[config.mk]
export PLATFORM = sky130hd
export DESIGN_NAME = sdram_req_arbiter
export DESIGN_NICKNAME = d
export VERILOG_FILES = /design/src/rtl/sdram_req_arbiter.sv
export SDC_FILE = /design/constraint.sdc
export NUM_CORES = 1
export LEC_CHECK = 0
export CAP_MARGIN = 0
export CELL_PAD_IN_SITES_DETAIL_PLACEMENT = 0
export CELL_PAD_IN_SITES_GLOBAL_PLACEMENT = 2
export CORE_UTILIZATION = 22
export CTS_BUF_LIST = sky130_fd_sc_hd__clkbuf_4 sky130_fd_sc_hd__clkbuf_8
export DETAILED_ROUTE_END_ITERATION = 10
export HOLD_SLACK_MARGIN = 0.06
export PLACE_DENSITY = 0.87
export SYNTH_ARGS = -nofsm -noshare
export SYNTH_HDL_FRONTEND = slang
export SYNTH_SLANG_ARGS = --single-unit
[constraint.sdc]
create_clock -name clk -period 1.5 [get_ports clk]
set_input_delay 0.225 -clock clk [delete_from_list [all_inputs] [get_ports clk]]
set_output_delay 0.225 -clock clk [all_outputs]
set_load 0.02 [all_outputs]
[src/rtl/sdram_req_arbiter.sv]
// ---------------------------------------------------------------------------
// sdram_req_arbiter
//
// Shares the single SDRAM controller request port between the Atari core
// (CPU/ANTIC memory cycles) and the data_io loader (ROM/cartridge/disk image
// upload). One transaction is latched at a time, forwarded downstream, and
// its completion (ack + read data) is routed back to whichever requester
// owned it. A watchdog aborts a transaction that the controller never
// acknowledges so that no requester can hang.
//
// Optional feature macro: ARB_RR_EN
//   undefined : fixed priority, core wins over loader.
//   defined   : round-robin; when both request, the one not served last wins.
//
// Parameters
//   ADDR_W  : byte address width of every port
//   DATA_W  : data width of every port (byte enables are DATA_W/8 bits)
//   TIMEOUT : max ISSUE cycles to wait for sd_ack before aborting (>= 2)
//
// Ports
//   clk, reset_n              : clock, asynchronous active-low reset
//   core_req/we/addr/wdata/be : core request (req held until core_ack)
//   core_rdata, core_ack      : core completion (rdata held after ack)
//   ld_req/we/addr/wdata/be   : loader request
//   ld_rdata, ld_ack          : loader completion
//   sd_req/we/addr/wdata/be   : downstream request to the SDRAM controller
//   sd_rdata, sd_ack          : downstream completion
//   owner                     : 00 none, 01 core, 10 loader
//   busy                      : high whenever the FSM is not IDLE
//   err_clr, timeout_err      : sticky watchdog flag and its clear
// ---------------------------------------------------------------------------
module sdram_req_arbiter #(
    parameter int ADDR_W  = 24,
    parameter int DATA_W  = 16,
    parameter int TIMEOUT = 255
) (
    input  logic                  clk,
    input  logic                  reset_n,

    input  logic                  core_req,
    input  logic                  core_we,
    input  logic [ADDR_W-1:0]     core_addr,
    input  logic [DATA_W-1:0]     core_wdata,
    input  logic [DATA_W/8-1:0]   core_be,
    output logic [DATA_W-1:0]     core_rdata,
    output logic                  core_ack,

    input  logic                  ld_req,
    input  logic                  ld_we,
    input  logic [ADDR_W-1:0]     ld_addr,
    input  logic [DATA_W-1:0]     ld_wdata,
    input  logic [DATA_W/8-1:0]   ld_be,
    output logic [DATA_W-1:0]     ld_rdata,
    output logic                  ld_ack,

    output logic                  sd_req,
    output logic                  sd_we,
    output logic [ADDR_W-1:0]     sd_addr,
    output logic [DATA_W-1:0]     sd_wdata,
    output logic [DATA_W/8-1:0]   sd_be,
    input  logic [DATA_W-1:0]     sd_rdata,
    input  logic                  sd_ack,

    output logic [1:0]            owner,
    output logic                  busy,
    input  logic                  err_clr,
    output logic                  timeout_err
);

    localparam int BE_W = DATA_W / 8;
    localparam int WD_W = $clog2(TIMEOUT + 1);

    localparam logic [1:0] OWN_NONE = 2'b00;
    localparam logic [1:0] OWN_CORE = 2'b01;
    localparam logic [1:0] OWN_LD   = 2'b10;

    typedef enum logic [1:0] {
        ST_IDLE    = 2'd0,
        ST_ISSUE   = 2'd1,
        ST_RELEASE = 2'd2
    } state_t;

    state_t              state_reg,       state_next;
    logic                sd_req_reg,      sd_req_next;
    logic                sd_we_reg,       sd_we_next;
    logic [ADDR_W-1:0]   sd_addr_reg,     sd_addr_next;
    logic [DATA_W-1:0]   sd_wdata_reg,    sd_wdata_next;
    logic [BE_W-1:0]     sd_be_reg,       sd_be_next;
    logic [1:0]          owner_reg,       owner_next;
    logic [WD_W-1:0]     wd_reg,          wd_next;
    logic                core_ack_reg,    core_ack_next;
    logic                ld_ack_reg,      ld_ack_next;
    logic [DATA_W-1:0]   core_rdata_reg,  core_rdata_next;
    logic [DATA_W-1:0]   ld_rdata_reg,    ld_rdata_next;
    logic                timeout_err_reg, timeout_err_next;
`ifdef ARB_RR_EN
    // 1 = loader was served last, 0 = core (also the reset value).
    logic                last_ld_reg,     last_ld_next;
`endif

    // Arbitration decision, only meaningful in IDLE.
    logic                pick_ld;
    logic [DATA_W-1:0]   sel_wdata;
    logic [BE_W-1:0]     sel_be;

    // Watchdog fires at the end of the TIMEOUT-th ISSUE cycle.
    logic                wd_hit;
    logic                err_set;
    logic [DATA_W-1:0]   done_data;

`ifdef ARB_RR_EN
    // When both request, favour whoever was not served last.
    assign pick_ld = ld_req && (!core_req || !last_ld_reg);
`else
    // Core always wins; loader only gets the port when the core is quiet.
    assign pick_ld = ld_req && !core_req;
`endif

    // Per-byte-lane payload select from the winning requester.
    genvar gi;
    generate
        for (gi = 0; gi < BE_W; gi++) begin : g_lane
            assign sel_wdata[gi*8 +: 8] = pick_ld ? ld_wdata[gi*8 +: 8]
                                                  : core_wdata[gi*8 +: 8];
            assign sel_be[gi]           = pick_ld ? ld_be[gi] : core_be[gi];
        end
    endgenerate

    assign wd_hit = (wd_reg == WD_W'(TIMEOUT - 1));

    // -----------------------------------------------------------------------
    // Next-state / next-output logic
    // -----------------------------------------------------------------------
    always_comb begin
        state_next      = state_reg;
        sd_req_next     = sd_req_reg;
        sd_we_next      = sd_we_reg;
        sd_addr_next    = sd_addr_reg;
        sd_wdata_next   = sd_wdata_reg;
        sd_be_next      = sd_be_reg;
        owner_next      = owner_reg;
        wd_next         = wd_reg;
        core_ack_next   = 1'b0;
        ld_ack_next     = 1'b0;
        core_rdata_next = core_rdata_reg;
        ld_rdata_next   = ld_rdata_reg;
        err_set         = 1'b0;
        done_data       = '1;
`ifdef ARB_RR_EN
        last_ld_next    = last_ld_reg;
`endif

        case (state_reg)
            ST_IDLE: begin
                if (core_req || ld_req) begin
                    state_next    = ST_ISSUE;
                    sd_req_next   = 1'b1;
                    sd_we_next    = pick_ld ? ld_we   : core_we;
                    sd_addr_next  = pick_ld ? ld_addr : core_addr;
                    sd_wdata_next = sel_wdata;
                    sd_be_next    = sel_be;
                    owner_next    = pick_ld ? OWN_LD : OWN_CORE;
                    wd_next       = '0;
                end
            end

            ST_ISSUE: begin
                wd_next = wd_reg + WD_W'(1);
                // sd_ack takes precedence over a coincident watchdog expiry.
                if (sd_ack || wd_hit) begin
                    state_next  = ST_RELEASE;
                    sd_req_next = 1'b0;
                    owner_next  = OWN_NONE;
                    done_data   = sd_ack ? sd_rdata : '1;
                    err_set     = !sd_ack;
                    if (owner_reg == OWN_LD) begin
                        ld_ack_next   = 1'b1;
                        ld_rdata_next = done_data;
                    end else begin
                        core_ack_next   = 1'b1;
                        core_rdata_next = done_data;
                    end
`ifdef ARB_RR_EN
                    last_ld_next = (owner_reg == OWN_LD);
`endif
                end
            end

            // One dead cycle so a requester that keeps req high after its
            // ack is not granted a second time from the same ack.
            ST_RELEASE: begin
                state_next = ST_IDLE;
            end

            default: begin
                state_next  = ST_IDLE;
                sd_req_next = 1'b0;
                owner_next  = OWN_NONE;
            end
        endcase

        // A new timeout beats a simultaneous clear.
        if (err_set) begin
            timeout_err_next = 1'b1;
        end else if (err_clr) begin
            timeout_err_next = 1'b0;
        end else begin
            timeout_err_next = timeout_err_reg;
        end
    end

    // -----------------------------------------------------------------------
    // State registers
    // -----------------------------------------------------------------------
    always_ff @(posedge clk or negedge reset_n) begin
        if (!reset_n) begin
            state_reg       <= ST_IDLE;
            sd_req_reg      <= 1'b0;
            sd_we_reg       <= 1'b0;
            sd_addr_reg     <= '0;
            sd_wdata_reg    <= '0;
            sd_be_reg       <= '0;
            owner_reg       <= OWN_NONE;
            wd_reg          <= '0;
            core_ack_reg    <= 1'b0;
            ld_ack_reg      <= 1'b0;
            core_rdata_reg  <= '0;
            ld_rdata_reg    <= '0;
            timeout_err_reg <= 1'b0;
`ifdef ARB_RR_EN
            last_ld_reg     <= 1'b0;
`endif
        end else begin
            state_reg       <= state_next;
            sd_req_reg      <= sd_req_next;
            sd_we_reg       <= sd_we_next;
            sd_addr_reg     <= sd_addr_next;
            sd_wdata_reg    <= sd_wdata_next;
            sd_be_reg       <= sd_be_next;
            owner_reg       <= owner_next;
            wd_reg          <= wd_next;
            core_ack_reg    <= core_ack_next;
            ld_ack_reg      <= ld_ack_next;
            core_rdata_reg  <= core_rdata_next;
            ld_rdata_reg    <= ld_rdata_next;
            timeout_err_reg <= timeout_err_next;
`ifdef ARB_RR_EN
            last_ld_reg     <= last_ld_next;
`endif
        end
    end

    // -----------------------------------------------------------------------
    // Outputs (all straight from registers, so reset clears them at once)
    // -----------------------------------------------------------------------
    assign sd_req      = sd_req_reg;
    assign sd_we       = sd_we_reg;
    assign sd_addr     = sd_addr_reg;
    assign sd_wdata    = sd_wdata_reg;
    assign sd_be       = sd_be_reg;
    assign owner       = owner_reg;
    assign busy        = (state_reg != ST_IDLE);
    assign core_ack    = core_ack_reg;
    assign ld_ack      = ld_ack_reg;
    assign core_rdata  = core_rdata_reg;
    assign ld_rdata    = ld_rdata_reg;
    assign timeout_err = timeout_err_reg;

endmodule

Yosys cells after proc, flatten, opt, wreduce, memory -nomap -nowiden
Cells that the tools add are included.
- add/subtract/negate cells: 1
- equal/unequal tests: 6
- muxes and demuxes: 29
- bitwise logic cells: 2
- reductions and logical operators: 15
- operator list (kind ; count):
    24-bit 2-to-1 mux ; 1
    8-bit 2-to-1 mux ; 3
    16-bit 2-to-1 mux ; 1
    8-bit one-hot mux with 2 select lines ; 1
    1-bit 2-to-1 mux ; 15
    2-bit 2-to-1 mux ; 5
    3-bit AND reduction ; 3
    8-bit by 1-bit adder with 8-bit output (second input constant) ; 1
    8-bit equality test (second input constant) ; 1
    2-bit one-hot mux with 3 select lines ; 1
    2-bit AND reduction ; 3
    2-bit nonzero test ; 3
    2-bit equality test (second input constant) ; 2
    2-bit inequality test (second input constant) ; 2
    2-bit one-hot mux with 2 select lines ; 1
    1-bit one-hot mux with 3 select lines ; 1
    2-bit by 1-bit equality test with 1-bit output (second input constant) ; 1
    1-bit logical NOT ; 2
    2-bit logical NOT ; 1
    1-bit logical OR ; 2
    1-bit NOT ; 2
    1-bit logical AND ; 1
- bits in registers: 91
- bits of input ports: 108
- output and inout port bits: 82

Longest topological paths before layout
- depth after elaboration: 5
- mapped depth: 7
- mapped depth without buffers: 6

Worst setup path before layout
Ideal clock, no wire load.
- path type: register to register
- start point: register state_reg[0]
- end point: register sd_addr_reg[17], in the netlist sd_addr[17]
- arrival: 1.435 ns
- data required time: 1.365 ns
- slack: -0.069 ns
- cell stages (with the launch flop): 7
- path buffers: 2
- period minus slack after synthesis: 1.569 ns
- cells stage by stage: dfrtp_1 or2_2 o21bai_1 buf_2 clkbuf_1 nand2_1 o21ai_0
- word-level cells in the longest chain between the ends: 2
- ends and longest elaborated chain (what ; RTL line ; source):
    from (decl) ; 83 ; state_t state_reg, state_next;
    from (signal assigned) ; 234 ; state_reg <= state_next;
    2-bit logical NOT ; 153 ; case (state_reg)
    2-bit AND reduction (no line) ; - ;
    to (signal assigned) ; 237 ; sd_addr_reg <= sd_addr_next;
    to (decl) ; 86 ; logic [ADDR_W-1:0] sd_addr_reg, sd_addr_next;
Every way passes these cells.
A chain may end at the register's enable or synchronous reset.

Final worst setup path
- start point: register wd_reg[0]
- end point: register ld_rdata_reg[0], in the netlist ld_rdata[0]
- word-level cells in the longest chain between the ends: 3
- ends and longest elaborated chain (what ; RTL line ; source):
    from (decl) ; 90 ; logic [WD_W-1:0] wd_reg, wd_next;
    from (signal assigned) ; 241 ; wd_reg <= wd_next;
    8-bit equality test ; 129 ; assign wd_hit = (wd_reg == WD_W'(TIMEOUT - 1));
    1-bit logical OR ; 170 ; if (sd_ack || wd_hit) begin
    3-bit AND reduction (no line) ; - ;
    to (signal assigned) ; 245 ; ld_rdata_reg <= ld_rdata_next;
    to (decl) ; 94 ; logic [DATA_W-1:0] ld_rdata_reg, ld_rdata_next;
Every way passes these cells.

==> impl_metrics.yaml <==
logic_synthesis:
  netlist_instances: 338
  postSynth.topFlopCell: "dfrtp_1"
  synthesis.yosys.warnings: 0
  synthArstFlopShare_pct: 100
  synth_fp_nets: 448
  seq_area_frac_synth_pct: 58.0
  synthesis.area_per_instance_um2: 11.6
  post_synth_num_cell_types: 32
  synth_seq_cells: 91
  synth.cell_area_um2: 3920
  synth-edff-count: 0
power:
  powerDensity_nw_per_um2: 1790
  power_switching_mw: 4.60
  seq_power_share_pct: 35.1
  p_clk_share_pct: 16.6
  share_comb_of_total_power_pct: 48.2
  peakVddDrop_mv: 0.542
  p_leak_nw: 2.80
  power.total_mw: 11.6
  power.internal_mw: 7.01
  switching_share_pct: 39.6
global_routing:
  maximum_number_of_pins_on_one_net_before_global_route_repair: 92
  global_route.usage.total_pct: 12.6
  overflow: 0
  antenna_violations_before_repair: 0
  number_of_global_route_vias_before_repair: 3382
  wire_length_of_the_first_global_routing_pass_um: 17500
placed_design:
  placed_cells: 763
  dpl-instance-area_um2: 6350
  port_buffers: 189
  dp_hpwl_um: 8580
  place_congestion: 0.720
final_layout:
  largest_reg_flops: 24
  final_net_count: 661
  postLayoutCellArea_um2: 6510
  layout.cells.most_common_list: "clkdlybuf4s50_1 (106), dfrtp_1 (90), dlygate4sd2_1 (81), nand2_1 (55), o21ai_0 (52)"
  antennaDiodeCount: 0
  layout_commonest_cell: "clkdlybuf4s50_1"
  syn_to_final_growth_pct: 65.8
  fill_cells: 1700
  layout-drive-gt1-share_pct: 17.3
  post_layout_nonfiller_instances: 781
floorplan:
  core-area_um2: 17400
  io-pin-count: 190
  core.rowCount: 48
  die_x_um: 136
  floorplan.die.height_um: 136
  floorplan.initialDensity_pct: 22.6
  floorplan.die_area_um2: 18400
critical_path:
  endpoint_kind: "flip-flop"
  criticalPathCategory: "flip-flop to flip-flop"
  crit_chain: "inv_1 > ha_2 > nand3_4 > o21a_4 > nor3_4 > buf_12 > o22a_2"
  cp_max_fo: 17
  cpMaxStageDelayCell: "dfrtp_1"
  arrival_ns: 1.82
  cp_data_required_time_ns: 1.82
  critical-path-max-stage-delay_ns: 0.38
  startpoint_type: "flip-flop"
sta:
  final.period_utilization_pct: 99.9
  finalMaxSlewViolations: 0
  setup_total_negative_slack_ns: 0
  achievable-frequency_mhz: 668
  finClkSkew_ns: 0.0145
  rsz_0062_raised_after_global_routing: "true"
  max-slew-margin-rel_pct: 65.6
  finalCriticalPeriod_ns: 1.50
  tightestPinTransition_ns: 0.517
  setup_violations: 0
  hold_violations: 0
status:
  run_status: "complete, no violations"
clocking:
  clkTransAtPathRegs_ns: 0.09
  insertion_delay_ns: 0.38
  tritoncts: "yes"
  h-tree-depth: 3
  cts_inserted_buffers: 9
  clock_path_buffers: 2
  clkSinkCount: 91
  root_buffer_selected_by_cts: "clkbuf_8"
detailed_routing:
  drt_pre_antenna_iters: 4
  routed_wire_length_per_instance_um: 14.7
  routed_wl_um: 11500
  avgViaCountPerCell: 4.25
  post-route-drc-count: 0
  via_count: 3322
  postRouteAntennaNets: 0
  drt_first_iter_violations: 139
hold_path:
  worst_hold_path_type: "input pin to asynchronous set/reset pin"
job:
  drv_cap: 0
[cell families (layout without fill, tap and decap cells)]
logic type	count (synthesis)	in the layout	synth area share (%)
AOI/OAI and AO/OA	99	99	17.7
and+or+nand+nor	76	76	9.06
DFF	91	91	58.0
muxes	44	44	11.2
buffers and inverters	26	244	3.32
adders and majority gates	2	2	0.638
[timing repair]
item / CTS / global route
resized for setup: 85 / 7
endpoints found under the setup margin: 100 / 36
setup buffers: 0 / 1
hold endpoints to repair: 91 / 0
hold buffers: 1 / 0
[power groups by stage]
stage	sequential, mW	clock [mW]	combinational [mW]
final	4.08	1.93	5.60
after global routing	4.23	2.12	6.04
after CTS	4.10	2.02	5.66
after detailed placement	4.19	0	6.38
after global placement	4.15	0	6.27
after floorplan	5.42	0	1.80
[layer usage]
layer | GRT usage [%] | up-vias | wire length (um)
met2 | 21.2 | 88 | 5800
li1 | - | 1629 | -
met5 | 0 | - | 0
met1 | 15.0 | 1585 | 4790
met3 | 2.69 | 20 | 610
met4 | 6.30 | 0 | 272
[synth_stat cells (2+ instances only)]
| cell | instances | area, um^2 |
|---|---|---|
| inv_1 | 5 | 18.8 |
| o21ai_0 | 52 | 260 |
| buf_6 | 3 | 33.8 |
| nand2_1 | 55 | 206 |
| a31oi_1 | 3 | 18.8 |
| ha_1 | 2 | 25.0 |
| o22a_2 | 32 | 320 |
| buf_2 | 8 | 40.0 |
| nand3_1 | 5 | 25.0 |
| o31ai_1 | 2 | 15.0 |
| nor2b_1 | 3 | 18.8 |
| nor2_1 | 4 | 15.0 |
| mux2i_1 | 44 | 440 |
| nand2b_1 | 2 | 12.5 |
| a21oi_1 | 2 | 10.0 |
| dfrtp_1 | 91 | 2280 |
| nor3_4 | 2 | 32.5 |
| clkbuf_1 | 9 | 33.8 |
[metrics by stage]
stage          utilization, %  worst slack [ns]  hold slack [ns]
3_5_place_dp             36.6            -0.163            0.316
5_1_grt                  37.5           -0.0899            0.449
3_3_place_gp             36.6            -0.111            0.303
4_1_cts                  37.3           -0.0218            0.434
2_1_floorplan               -          -0.00767          -0.0706
6_report                 37.5           0.00204            0.415
[cell type report]
cell class              count  area, um^2  share of cell area, %
well taps                 225         282                   4.33
repair buffers            223        2140                   32.9
flip-flops and latches     91        2280                   35.0
clock buffers              10         131                   2.02
inverters                   5        18.8                  0.288
clock inverters             6        95.1                   1.46
multi-input cells         221        1560                   23.9
[worst paths after layout]
path | startpoint | to | slack, ns | cells past startpoint
worst min register to register | sd_be[1] | sd_be[1] | 0.48 | 2
max in group asynchronous | reset_n | state_reg[1] | 0.64 | 3
worst max-delay path | wd_reg[0] | ld_rdata[0] | 0.002 | 7
worst min-delay path | reset_n | sd_addr[1] | 0.42 | 3
worst max register to register | wd_reg[0] | ld_rdata[0] | 0.002 | 7
min in group clk | sd_rdata[6] | core_rdata[6] | 0.47 | 2
[critical path, delay by kind of cell (launching register included)]
family	cells	cell delay (ns)
AND/OR/NAND/NOR	2	0.25
AO/OA/AOI/OAI	2	0.37
flip-flops	1	0.38
adder cells (fa/ha/maj)	1	0.19
buffers and inverters	2	0.24
Power figures use the tool's default switching activity.
